<file path="src/rtl/mem_arbiter_pkg.sv">
// rtl/mem_arbiter_pkg.sv - shared encodings for the instruction/data memory arbiter
package mem_arbiter_pkg;

  typedef enum logic [1:0] {
    IDLE = 2'd0,
    ADDR = 2'd1,
    WAIT = 2'd2
  } state_t;

  typedef enum logic [1:0] {
    OWN_NONE = 2'd0,
    OWN_INST = 2'd1,
    OWN_DATA = 2'd2
  } owner_t;

  localparam logic [1:0] SIZE_BYTE = 2'd0;
  localparam logic [1:0] SIZE_HALF = 2'd1;
  localparam logic [1:0] SIZE_WORD = 2'd2;

endpackage

</file>
<file path="src/rtl/mem_arbiter_if.sv">
// rtl/mem_arbiter_if.sv - request/addr_ok/data_ok memory bus; master issues, slave answers
interface mem_arbiter_if;
  logic        req;
  logic        wr;
  logic [1:0]  size;
  logic [31:0] addr;
  logic [31:0] wdata;
  logic        addr_ok;
  logic        data_ok;
  logic [31:0] rdata;

  modport master (
    output req, wr, size, addr, wdata,
    input  addr_ok, data_ok, rdata
  );

  modport slave (
    input  req, wr, size, addr, wdata,
    output addr_ok, data_ok, rdata
  );
endinterface

</file>
<file path="src/rtl/mem_arb_sel.sv">
// rtl/mem_arb_sel.sv - requester selection; MEM_ARB_STARVE_GUARD_EN adds the inst starvation counter
module mem_arb_sel
  import mem_arbiter_pkg::*;
#(
  parameter int STARVE_LIMIT = 4
) (
  input  logic   clk,
  input  logic   resetn,
  input  logic   inst_req,
  input  logic   data_req,
  input  logic   grant,
  output owner_t sel
);

`ifdef MEM_ARB_STARVE_GUARD_EN
  logic [2:0] starve_cnt;
  logic       force_inst;

  assign force_inst = (starve_cnt == 3'(STARVE_LIMIT));

  always_comb begin
    sel = OWN_NONE;
    if (inst_req && (force_inst || !data_req)) sel = OWN_INST;
    else if (data_req)                         sel = OWN_DATA;
  end

  // Counts data grants that passed over a waiting inst request.
  always_ff @(posedge clk or negedge resetn) begin
    if (!resetn) begin
      starve_cnt <= '0;
    end else if (grant) begin
      if (!inst_req || sel == OWN_INST) starve_cnt <= '0;
      else if (starve_cnt != 3'd7)      starve_cnt <= starve_cnt + 3'd1;
    end
  end
`else
  logic unused_sel;

  always_comb begin
    sel = OWN_NONE;
    if (data_req)      sel = OWN_DATA;
    else if (inst_req) sel = OWN_INST;
  end

  assign unused_sel = ^{clk, resetn, grant, 32'(STARVE_LIMIT)};
`endif

endmodule

</file>
<file path="src/rtl/mem_arbiter.sv">
// rtl/mem_arbiter.sv - two-requester arbiter onto one memory port, one transaction outstanding
// MEM_ARB_STARVE_GUARD_EN enables forced inst grants after STARVE_LIMIT data grants.
module mem_arbiter
  import mem_arbiter_pkg::*;
#(
  parameter int STARVE_LIMIT = 4
) (
  input  logic          clk,
  input  logic          resetn,
  mem_arbiter_if.slave  inst,
  mem_arbiter_if.slave  data,
  mem_arbiter_if.master m
);

  state_t state, state_nxt;
  owner_t owner, owner_nxt;
  owner_t sel, cur;
  logic   grant;
  logic   owner_req;

  mem_arb_sel #(.STARVE_LIMIT(STARVE_LIMIT)) u_sel (
    .clk      (clk),
    .resetn   (resetn),
    .inst_req (inst.req),
    .data_req (data.req),
    .grant    (grant),
    .sel      (sel)
  );

  always_ff @(posedge clk or negedge resetn) begin
    if (!resetn) begin
      state <= IDLE;
      owner <= OWN_NONE;
    end else begin
      state <= state_nxt;
      owner <= owner_nxt;
    end
  end

  assign owner_req = (owner == OWN_INST) ? inst.req :
                     (owner == OWN_DATA) ? data.req : 1'b0;

  // cur names whoever is driving the memory port this cycle.
  always_comb begin
    state_nxt = state;
    owner_nxt = owner;
    grant     = 1'b0;
    cur       = OWN_NONE;
    if (resetn) begin
      case (state)
        IDLE: begin
          if (sel != OWN_NONE) begin
            grant     = 1'b1;
            cur       = sel;
            owner_nxt = sel;
            state_nxt = m.addr_ok ? WAIT : ADDR;
          end
        end
        ADDR: begin
          if (owner_req) begin
            cur = owner;
            if (m.addr_ok) state_nxt = WAIT;
          end else begin
            state_nxt = IDLE;
            owner_nxt = OWN_NONE;
          end
        end
        WAIT: begin
          if (m.data_ok) begin
            state_nxt = IDLE;
            owner_nxt = OWN_NONE;
          end
        end
        default: begin
          state_nxt = IDLE;
          owner_nxt = OWN_NONE;
        end
      endcase
    end
  end

  always_comb begin
    m.req   = 1'b0;
    m.wr    = 1'b0;
    m.size  = 2'd0;
    m.addr  = 32'd0;
    m.wdata = 32'd0;
    case (cur)
      OWN_INST: begin
        m.req   = 1'b1;
        m.wr    = inst.wr;
        m.size  = inst.size;
        m.addr  = inst.addr;
        m.wdata = inst.wdata;
      end
      OWN_DATA: begin
        m.req   = 1'b1;
        m.wr    = data.wr;
        m.size  = data.size;
        m.addr  = data.addr;
        m.wdata = data.wdata;
      end
      default: ;
    endcase
  end

  assign inst.addr_ok = (cur == OWN_INST) && m.addr_ok;
  assign data.addr_ok = (cur == OWN_DATA) && m.addr_ok;
  assign inst.data_ok = resetn && (state == WAIT) && (owner == OWN_INST) && m.data_ok;
  assign data.data_ok = resetn && (state == WAIT) && (owner == OWN_DATA) && m.data_ok;
  assign inst.rdata   = m.rdata;
  assign data.rdata   = m.rdata;

endmodule
</file>
<file path="src/flat_wrapper.sv">
// flat-port wrapper written by rule: the top's interface ports become plain ports
module mem_arbiter_flat import mem_arbiter_pkg::*;
#(
  parameter int STARVE_LIMIT = 4
)
  (clk, resetn, inst_req, inst_wr, inst_size, inst_addr, inst_wdata, inst_addr_ok, inst_data_ok, inst_rdata, data_req, data_wr, data_size, data_addr, data_wdata, data_addr_ok, data_data_ok, data_rdata, m_req, m_wr, m_size, m_addr, m_wdata, m_addr_ok, m_data_ok, m_rdata);
  mem_arbiter_if inst_i ();
  mem_arbiter_if data_i ();
  mem_arbiter_if m_i ();
  input  logic clk;
  input  logic resetn;
  input wire logic [$bits(inst_i.req)-1:0] inst_req;
  input wire logic [$bits(inst_i.wr)-1:0] inst_wr;
  input wire logic [$bits(inst_i.size)-1:0] inst_size;
  input wire logic [$bits(inst_i.addr)-1:0] inst_addr;
  input wire logic [$bits(inst_i.wdata)-1:0] inst_wdata;
  output wire logic [$bits(inst_i.addr_ok)-1:0] inst_addr_ok;
  output wire logic [$bits(inst_i.data_ok)-1:0] inst_data_ok;
  output wire logic [$bits(inst_i.rdata)-1:0] inst_rdata;
  input wire logic [$bits(data_i.req)-1:0] data_req;
  input wire logic [$bits(data_i.wr)-1:0] data_wr;
  input wire logic [$bits(data_i.size)-1:0] data_size;
  input wire logic [$bits(data_i.addr)-1:0] data_addr;
  input wire logic [$bits(data_i.wdata)-1:0] data_wdata;
  output wire logic [$bits(data_i.addr_ok)-1:0] data_addr_ok;
  output wire logic [$bits(data_i.data_ok)-1:0] data_data_ok;
  output wire logic [$bits(data_i.rdata)-1:0] data_rdata;
  output wire logic [$bits(m_i.req)-1:0] m_req;
  output wire logic [$bits(m_i.wr)-1:0] m_wr;
  output wire logic [$bits(m_i.size)-1:0] m_size;
  output wire logic [$bits(m_i.addr)-1:0] m_addr;
  output wire logic [$bits(m_i.wdata)-1:0] m_wdata;
  input wire logic [$bits(m_i.addr_ok)-1:0] m_addr_ok;
  input wire logic [$bits(m_i.data_ok)-1:0] m_data_ok;
  input wire logic [$bits(m_i.rdata)-1:0] m_rdata;
  assign inst_i.req = inst_req;
  assign inst_i.wr = inst_wr;
  assign inst_i.size = inst_size;
  assign inst_i.addr = inst_addr;
  assign inst_i.wdata = inst_wdata;
  assign inst_addr_ok = inst_i.addr_ok;
  assign inst_data_ok = inst_i.data_ok;
  assign inst_rdata = inst_i.rdata;
  assign data_i.req = data_req;
  assign data_i.wr = data_wr;
  assign data_i.size = data_size;
  assign data_i.addr = data_addr;
  assign data_i.wdata = data_wdata;
  assign data_addr_ok = data_i.addr_ok;
  assign data_data_ok = data_i.data_ok;
  assign data_rdata = data_i.rdata;
  assign m_req = m_i.req;
  assign m_wr = m_i.wr;
  assign m_size = m_i.size;
  assign m_addr = m_i.addr;
  assign m_wdata = m_i.wdata;
  assign m_i.addr_ok = m_addr_ok;
  assign m_i.data_ok = m_data_ok;
  assign m_i.rdata = m_rdata;
  mem_arbiter #(.STARVE_LIMIT(STARVE_LIMIT)) u_core (.clk(clk), .resetn(resetn), .inst(inst_i), .data(data_i), .m(m_i));
endmodule
</file>
<file path="config.mk">
export PLATFORM = sky130hd
export DESIGN_NAME = mem_arbiter_flat
export DESIGN_NICKNAME = d
export VERILOG_FILES = /design/src/rtl/mem_arbiter_pkg.sv /design/src/rtl/mem_arbiter_if.sv /design/src/rtl/mem_arb_sel.sv /design/src/rtl/mem_arbiter.sv /design/src/flat_wrapper.sv
export SDC_FILE = /design/constraint.sdc
export NUM_CORES = 1
export LEC_CHECK = 0
export BUFFER_PORTS_ARGS = -buffer_cell sky130_fd_sc_hd__clkbuf_2
export CAP_MARGIN = 20
export CORE_AREA = 2 2 120 122
export CTS_BUF_LIST = sky130_fd_sc_hd__clkbuf_2 sky130_fd_sc_hd__clkbuf_4 sky130_fd_sc_hd__clkbuf_8
export DETAILED_ROUTE_END_ITERATION = 10
export DIE_AREA = 0 0 122 124
export PLACE_DENSITY = 0.45
export REMOVE_ABC_BUFFERS = 1
export SLEW_MARGIN = 20
export SYNTH_ARGS = -nofsm -noshare
export SYNTH_HDL_FRONTEND = slang
export SYNTH_SLANG_ARGS = --single-unit
</file>
<file path="constraint.sdc">
create_clock -name clk -period 7.5 [get_ports clk]
set_input_delay 2.25 -clock clk [delete_from_list [all_inputs] [get_ports clk]]
set_output_delay 2.25 -clock clk [all_outputs]
set_load 0.005 [all_outputs]
</file>
==> results of run 1 <==
## sequential cells by signal, summed over array words and instances, names as in the netlist
name,cells
u_core.owner,2
u_core.state,2
## layer usage
layer	GRT usage [%]	part of all wire, %	wire length [um]
met3	11.0	22	2090
met2	16.4	45	4300
met5	4.17	0.75	72
met4	1.44	0.29	28
met1	10.9	33	3160
## final timing paths
path | startpoint | to | cells past startpoint
max | resetn | m_addr[17] | 8
max in group asynchronous | resetn | u_core.owner[0] | 1
min | u_core.owner[1] | u_core.owner[1] | 2
max reg2reg | u_core.owner[0] | u_core.state[0] | 3
min in group asynchronous | resetn | u_core.state[0] | 1
min reg2reg | u_core.owner[1] | u_core.owner[1] | 2
## power by group through the flow
stage | Clock, W | Combinational [W] | Sequential (W)
5_1_grt | 0.0000484 | 0.000245 | 0.0000456
3_5_place_dp | 0 | 0.000222 | 0.0000442
3_3_place_gp | 0 | 0.000218 | 0.0000434
6_report | 0.0000461 | 0.000218 | 0.0000444
4_1_cts | 0.0000473 | 0.000223 | 0.0000439
2_1_floorplan | 0 | 0.000122 | 0.0000406
## worst reg2reg max path: stages, from the launching register on
cell and delay [ns]:
dfrtp_1 0.41, nor2b_1 0.15, a22o_1 0.25, a311o_1 0.31
## per-stage QoR
stage / std cells / hold WS (ns) / instance area (um^2) / total power, W
floorplan: 175 / 0.544 / 1090 / 0.000162
global placement: 572 / 0.590 / 2430 / 0.000261
detailed placement: 572 / 0.601 / 2430 / 0.000266
CTS: 575 / 0.608 / 2470 / 0.000314
global route: 575 / 0.637 / 2470 / 0.000339
finish: 575 / 0.612 / 2470 / 0.000309
## synth_stat cells (2+ instances only)
master,count,area share [%]
buf_2,19,5.6
a22oi_1,67,30
and2_1,2,0.74
nor2b_1,4,1.5
nor2_1,70,16
inv_1,5,1.1
ha_1,2,1.5
buf_4,64,28
o211ai_1,2,0.89
nor3b_1,2,0.89
nand2_1,2,0.44
clkbuf_1,5,1.1
o211a_1,2,1.2
dfrtp_1,4,5.9
## logic make-up (layout without fill, tap and decap cells)
kind of cell,count (synthesis),in the layout,synth area share (%)
simple gates,86,86,21.3
flops,4,4,5.93
compound gates,78,78,35.0
fa+ha+maj,2,2,1.48
buf+inv,93,225,36.3
## layout by cell type (no fill, tap or decap), types with 3 or more instances in the layout
cell type and count:
a22oi_1 67, buf_4 6, nor2_1 70, dfrtp_1 4, clkbuf_8 3, nor2b_1 4
inv_1 5, clkbuf_2 211
## area by class of cell
cell class	count	share of cell area, %
repair buffers	217	44.6
multi-input cells	166	39.8
flip-flops and latches	4	4.06
clock buffers	3	1.67
inverters	5	0.761
well taps	180	9.13
==> results.toml, run 1 <==
[pwr]
powerDensity_nw_per_um2 = 125
swShare_pct = 47.9
comb_power_share_pct = 70.7
p_int_w = 0.000161
leakage_nw = 1.26
pwr-share-seq_pct = 14.4
ir_drop_mv = 0.0429
p_switching_w = 0.000148
clockPowerShare_pct = 14.9

[synthesis]
netlist_area_um2 = 1690
avgSynthCellArea_um2 = 6.42
syn_inst = 263
synth_ff_type = "dfrtp_1"
yosys_warnings = 0
synth.distinct_cells = 27
ys_seq_area_share_pct = 5.93
synth_edf_count = 0
ys_ff_latch = 4
synthArstFlopShare_pct = 100

[critical_path]
arrival_ns = 4.31
max_stage_delay_ns = 0.79
path_class = "in2out"
critical_path_buf_inv_count = 4
cp-start-kind = "primary input"
crit_family = "adder cells"
required_ns = 5.25
crit_path_cell_trace = "clkbuf_2 > nor2b_1 > o211a_1 > inv_1 > ha_2 > buf_4 > nor2_1 > clkbuf_2"
r2r_slack_ns = 6.26
worst-path-max-fanout = 40
cp_common_cell = "clkbuf_2"
crit_path_end_kind = "output port"
slowest_stage = "ha_2"

[floorplanning]
core_area_um2 = 13700
pin_count = 308
row_count = 43
initial_core_util_pct = 12.3
die_x_um = 122
die_area_um2 = 15100
fp.dieH_um = 124

[grt]
overflow = 0
grtUsageTotal_pct = 11.0
grt_pass1_vias = 2011
grt_max_degree = 41
grt_pass1_wl_um = 12300
grt_antenna_before_repair = 0

[run_status]
status = "finished clean"

[final_layout]
multiInputGateArea_um2 = 981
drive_gt1_share_pct = 56.2
n_fill_cell = 1583
fin_nets = 571
ff_latch_area_um2 = 100
antenna_cells = 0
syn_to_final_growth_pct = 46.1
final_util_pct = 18.0

[clock_network]
cts_tree = "yes"
htreeDepth = 1
cts_root_buffer = "clkbuf_8"
clk_path_buf_depth = 2
clk_latency_ns = 0.22
clock_sinks = 4
cts_buffers = 3
hold_buffers = 0
post_cts_buffers = 0
cts_resized = 0
clkTransAtPathRegs_ns = 0.03

[placement]
dpl.hpwl_um = 8010
port-buffer-count = 211
place_ws_ns = 0.892
routabilityCongestion = 0.761

[sta]
finalSetupViolations = 0
tns_ns = 0
hold_viol_final = 0
maxSlewViolCount = 0
post-route-period-util_pct = 87.4
rsz0062_at_grt = "false"
skew_ns = 0.000245
worst_slack_ns = 0.945
period_minus_slack_ns = 6.56
tightest_slew_ns = 0.730
max-slew-margin-rel_pct = 51.3
fmax_mhz = 153

[run]
cap_violations = 0

[routing]
drc = 0
via_per_inst = 4.25
drt_iter0_markers = 83
drt-pass1-iter-count = 4
antenna_left = 0
wl_per_cell_um = 16.8
wirelength_um = 9650
num_vias = 2442

[min_path]
min_path_type = "reg2reg"
(Power assumes the default switching activity.)
==> run 2: changes to the inputs <==
--- a/config.mk
+++ b/config.mk
@@ -5,13 +5,14 @@
 export SDC_FILE = /design/constraint.sdc
 export NUM_CORES = 1
 export LEC_CHECK = 0
+export ABC_AREA = 1
 export BUFFER_PORTS_ARGS = -buffer_cell sky130_fd_sc_hd__clkbuf_2
 export CAP_MARGIN = 20
 export CORE_AREA = 2 2 120 122
 export CTS_BUF_LIST = sky130_fd_sc_hd__clkbuf_2 sky130_fd_sc_hd__clkbuf_4 sky130_fd_sc_hd__clkbuf_8
 export DETAILED_ROUTE_END_ITERATION = 10
 export DIE_AREA = 0 0 122 124
-export PLACE_DENSITY = 0.45
+export PLACE_DENSITY = 0.53
 export REMOVE_ABC_BUFFERS = 1
 export SLEW_MARGIN = 20
 export SYNTH_ARGS = -nofsm -noshare
==> run 2 against run 1 <==
Compared with the run above: wire length is 3.2% lower; first-iteration DRC count up 76%; design area up 4.4%; critical path type unchanged; critical endpoint is now m_wdata[2]; largest cell class unchanged.
==> results.toml, run 2 <==
[grt]
grtUsageTotal_pct = 10.6
grt_antenna_before_repair = 0
overflow = 0
grt_max_degree = 38
grt_pass1_vias = 2271
grt_pass1_wl_um = 12300

[final_layout]
drive_gt1_share_pct = 46.6
final_util_pct = 18.8
syn_to_final_growth_pct = 40.8
layout_commonest_cell = "clkbuf_2"
fin_nets = 659
layout_common_cells = "clkbuf_2 (211), nand2_1 (151), a21oi_1 (67)"
antenna_cells = 0
top_regs = "u_core.owner: 2 flops, u_core.state: 2 flops"
stdcell_count = 663

[placement]
port-buffer-count = 211
routabilityCongestion = 0.812
place_ws_ns = 1.11
post-place-cells = 660
dpl.hpwl_um = 7570

[critical_path]
ff2ff_path_depth = 7
crit_path_end_kind = "output port"
cp-start-kind = "primary input"
path_class = "in2out"
r2r_slack_ns = 6.38
required_ns = 5.25
worst-path-max-fanout = 37
arrival_ns = 4.10
rr_endpoint = "u_core.state[1]"
timing.rr.start = "u_core.state[1]"

[routing]
drt-pass1-iter-count = 8
drt_iter0_markers = 146
num_vias = 2685
drc = 0
via_per_inst = 4.05
wl_per_cell_um = 14.1
wirelength_um = 9340
antenna_left = 0

[pwr]
fin_total_pwr_w = 0.000344
pwr-share-seq_pct = 12.2
powerDensity_nw_per_um2 = 133
p_int_w = 0.000160
comb_power_share_pct = 74.7
p_switching_w = 0.000184
ir_drop_mv = 0.0515
leakage_nw = 1.34
clockPowerShare_pct = 13.1
swShare_pct = 53.5

[clock_network]
cts_resized = 0
post_cts_buffers = 0
cts_root_buffer = "clkbuf_8"
cts_buffers = 3
clk_latency_ns = 0.22
clkTransAtPathRegs_ns = 0.03
htreeDepth = 1
clk_path_buf_depth = 2
hold_buffers = 0
cts_tree = "yes"
clock_sinks = 4

[synthesis]
yosys.area.top_type_share_pct = 31.0
netlist_area_um2 = 1830
synth_common_cells = "nand2_1 (151), a21oi_1 (67), buf_4 (66)"
synth_ff_type = "dfrtp_1"
ys_ff_latch = 4
avgSynthCellArea_um2 = 5.21
synthArstFlopShare_pct = 100
yosys_warnings = 0
syn_inst = 351
synth_most_common_cell = "nand2_1"
ys_top_cells_by_area = "nand2_1 (31%), buf_4 (27%), a21oi_1 (18%)"
synth.distinct_cells = 19
synth_top_area_cell = "nand2_1"
ys_seq_area_share_pct = 5.47
synth_edf_count = 0

[run_status]
status = "finished clean"

[sta]
fmax_mhz = 158
post-route-period-util_pct = 84.6
tns_ns = 0
maxSlewViolCount = 0
period_minus_slack_ns = 6.35
max-slew-margin-rel_pct = 50.6
rsz0062_at_grt = "false"
hold_viol_final = 0
skew_ns = 0.00529
worst_slack_ns = 1.15
tightest_slew_ns = 0.741
finalSetupViolations = 0

[min_path]
hold_depth = 2
min_path_type = "reg2reg"
hp-start = "u_core.state[0]"
hold_path_end = "u_core.state[0]"

[floorplanning]
die_area_um2 = 15100
initial_core_util_pct = 13.3
pin_count = 308
die_x_um = 122
row_count = 43
fp.dieH_um = 124
core_area_um2 = 13700

[run]
cap_violations = 0
-- run 2: cell count changes in the layout (fill, tap and decap cells not counted), sizes merged, moves of 4 or more --
cell | before | now
a21oi | 1 | 67
nor2 | 70 | 10
nand3 | 1 | 9
a22oi | 67 | 0
nor2b | 4 | 0
nand2 | 2 | 152
inv | 5 | 14
-- run 2: critical path, stage by stage --
cell and delay, ns:
clkbuf_2 0.11, inv_1 0.07, nand3_1 0.07, nand2_1 0.08, nand2_2 0.06, inv_1 0.06
ha_2 0.65, buf_4 0.35, nand2_1 0.07, a21oi_1 0.14, clkbuf_2 0.14
-- run 2: power by group through the flow --
stage	logic (W)	clock network [W]	registers [W]
after CTS	0.000262	0.0000467	0.0000412
final	0.000257	0.0000451	0.0000418
after floorplan	0.000144	0	0.0000381
after global routing	0.000293	0.0000487	0.0000433
after detailed placement	0.000261	0	0.0000413
after global placement	0.000264	0	0.0000408
-- run 2: cells by family after synthesis --
logic type	Yosys count	share of synthesized area, %
AND/OR/NAND/NOR	173	36.9
buffers and inverters	102	37.1
AO/OA/AOI/OAI	70	19.2
flip-flops	4	5.47
adder cells (fa/ha/maj)	2	1.37
-- run 2: area by class of cell --
type / count / area, um^2
timing repair buffer: 217 / 1100
clock buffer: 3 / 41.3
inverter: 14 / 52.6
fill: 1628 / 11100
tap: 180 / 225
sequential: 4 / 100
multi-input combinational: 245 / 1060
-- run 2: per-stage QoR --
stage / instance area [um^2] / hold slack, ns
2_1_floorplan: 1200 / 0.484
3_3_place_gp: 2530 / 0.521
3_5_place_dp: 2530 / 0.519
4_1_cts: 2580 / 0.526
5_1_grt: 2580 / 0.543
6_report: 2580 / 0.522
-- run 2: layer usage --
metal | vias up | wire [um] | GRT usage, %
met3 | 8 | 1720 | 8.15
met2 | 240 | 3890 | 15.9
li1 | 1303 | - | -
met1 | 1132 | 3640 | 12.0
met5 | - | 57 | 6.94
met4 | 2 | 35 | 1.01
-- run 2: how the worst max path moves through the flow --
stage                   from         end  depth (start not counted)
global route        data_req  m_wdata[2]                         11
detailed placement  data_req  m_addr[13]                         11
finish              data_req  m_wdata[2]                         11
global placement    data_req   m_addr[5]                         10
floorplan           data_req   m_addr[0]                          7
CTS                 data_req  m_wdata[2]                         11
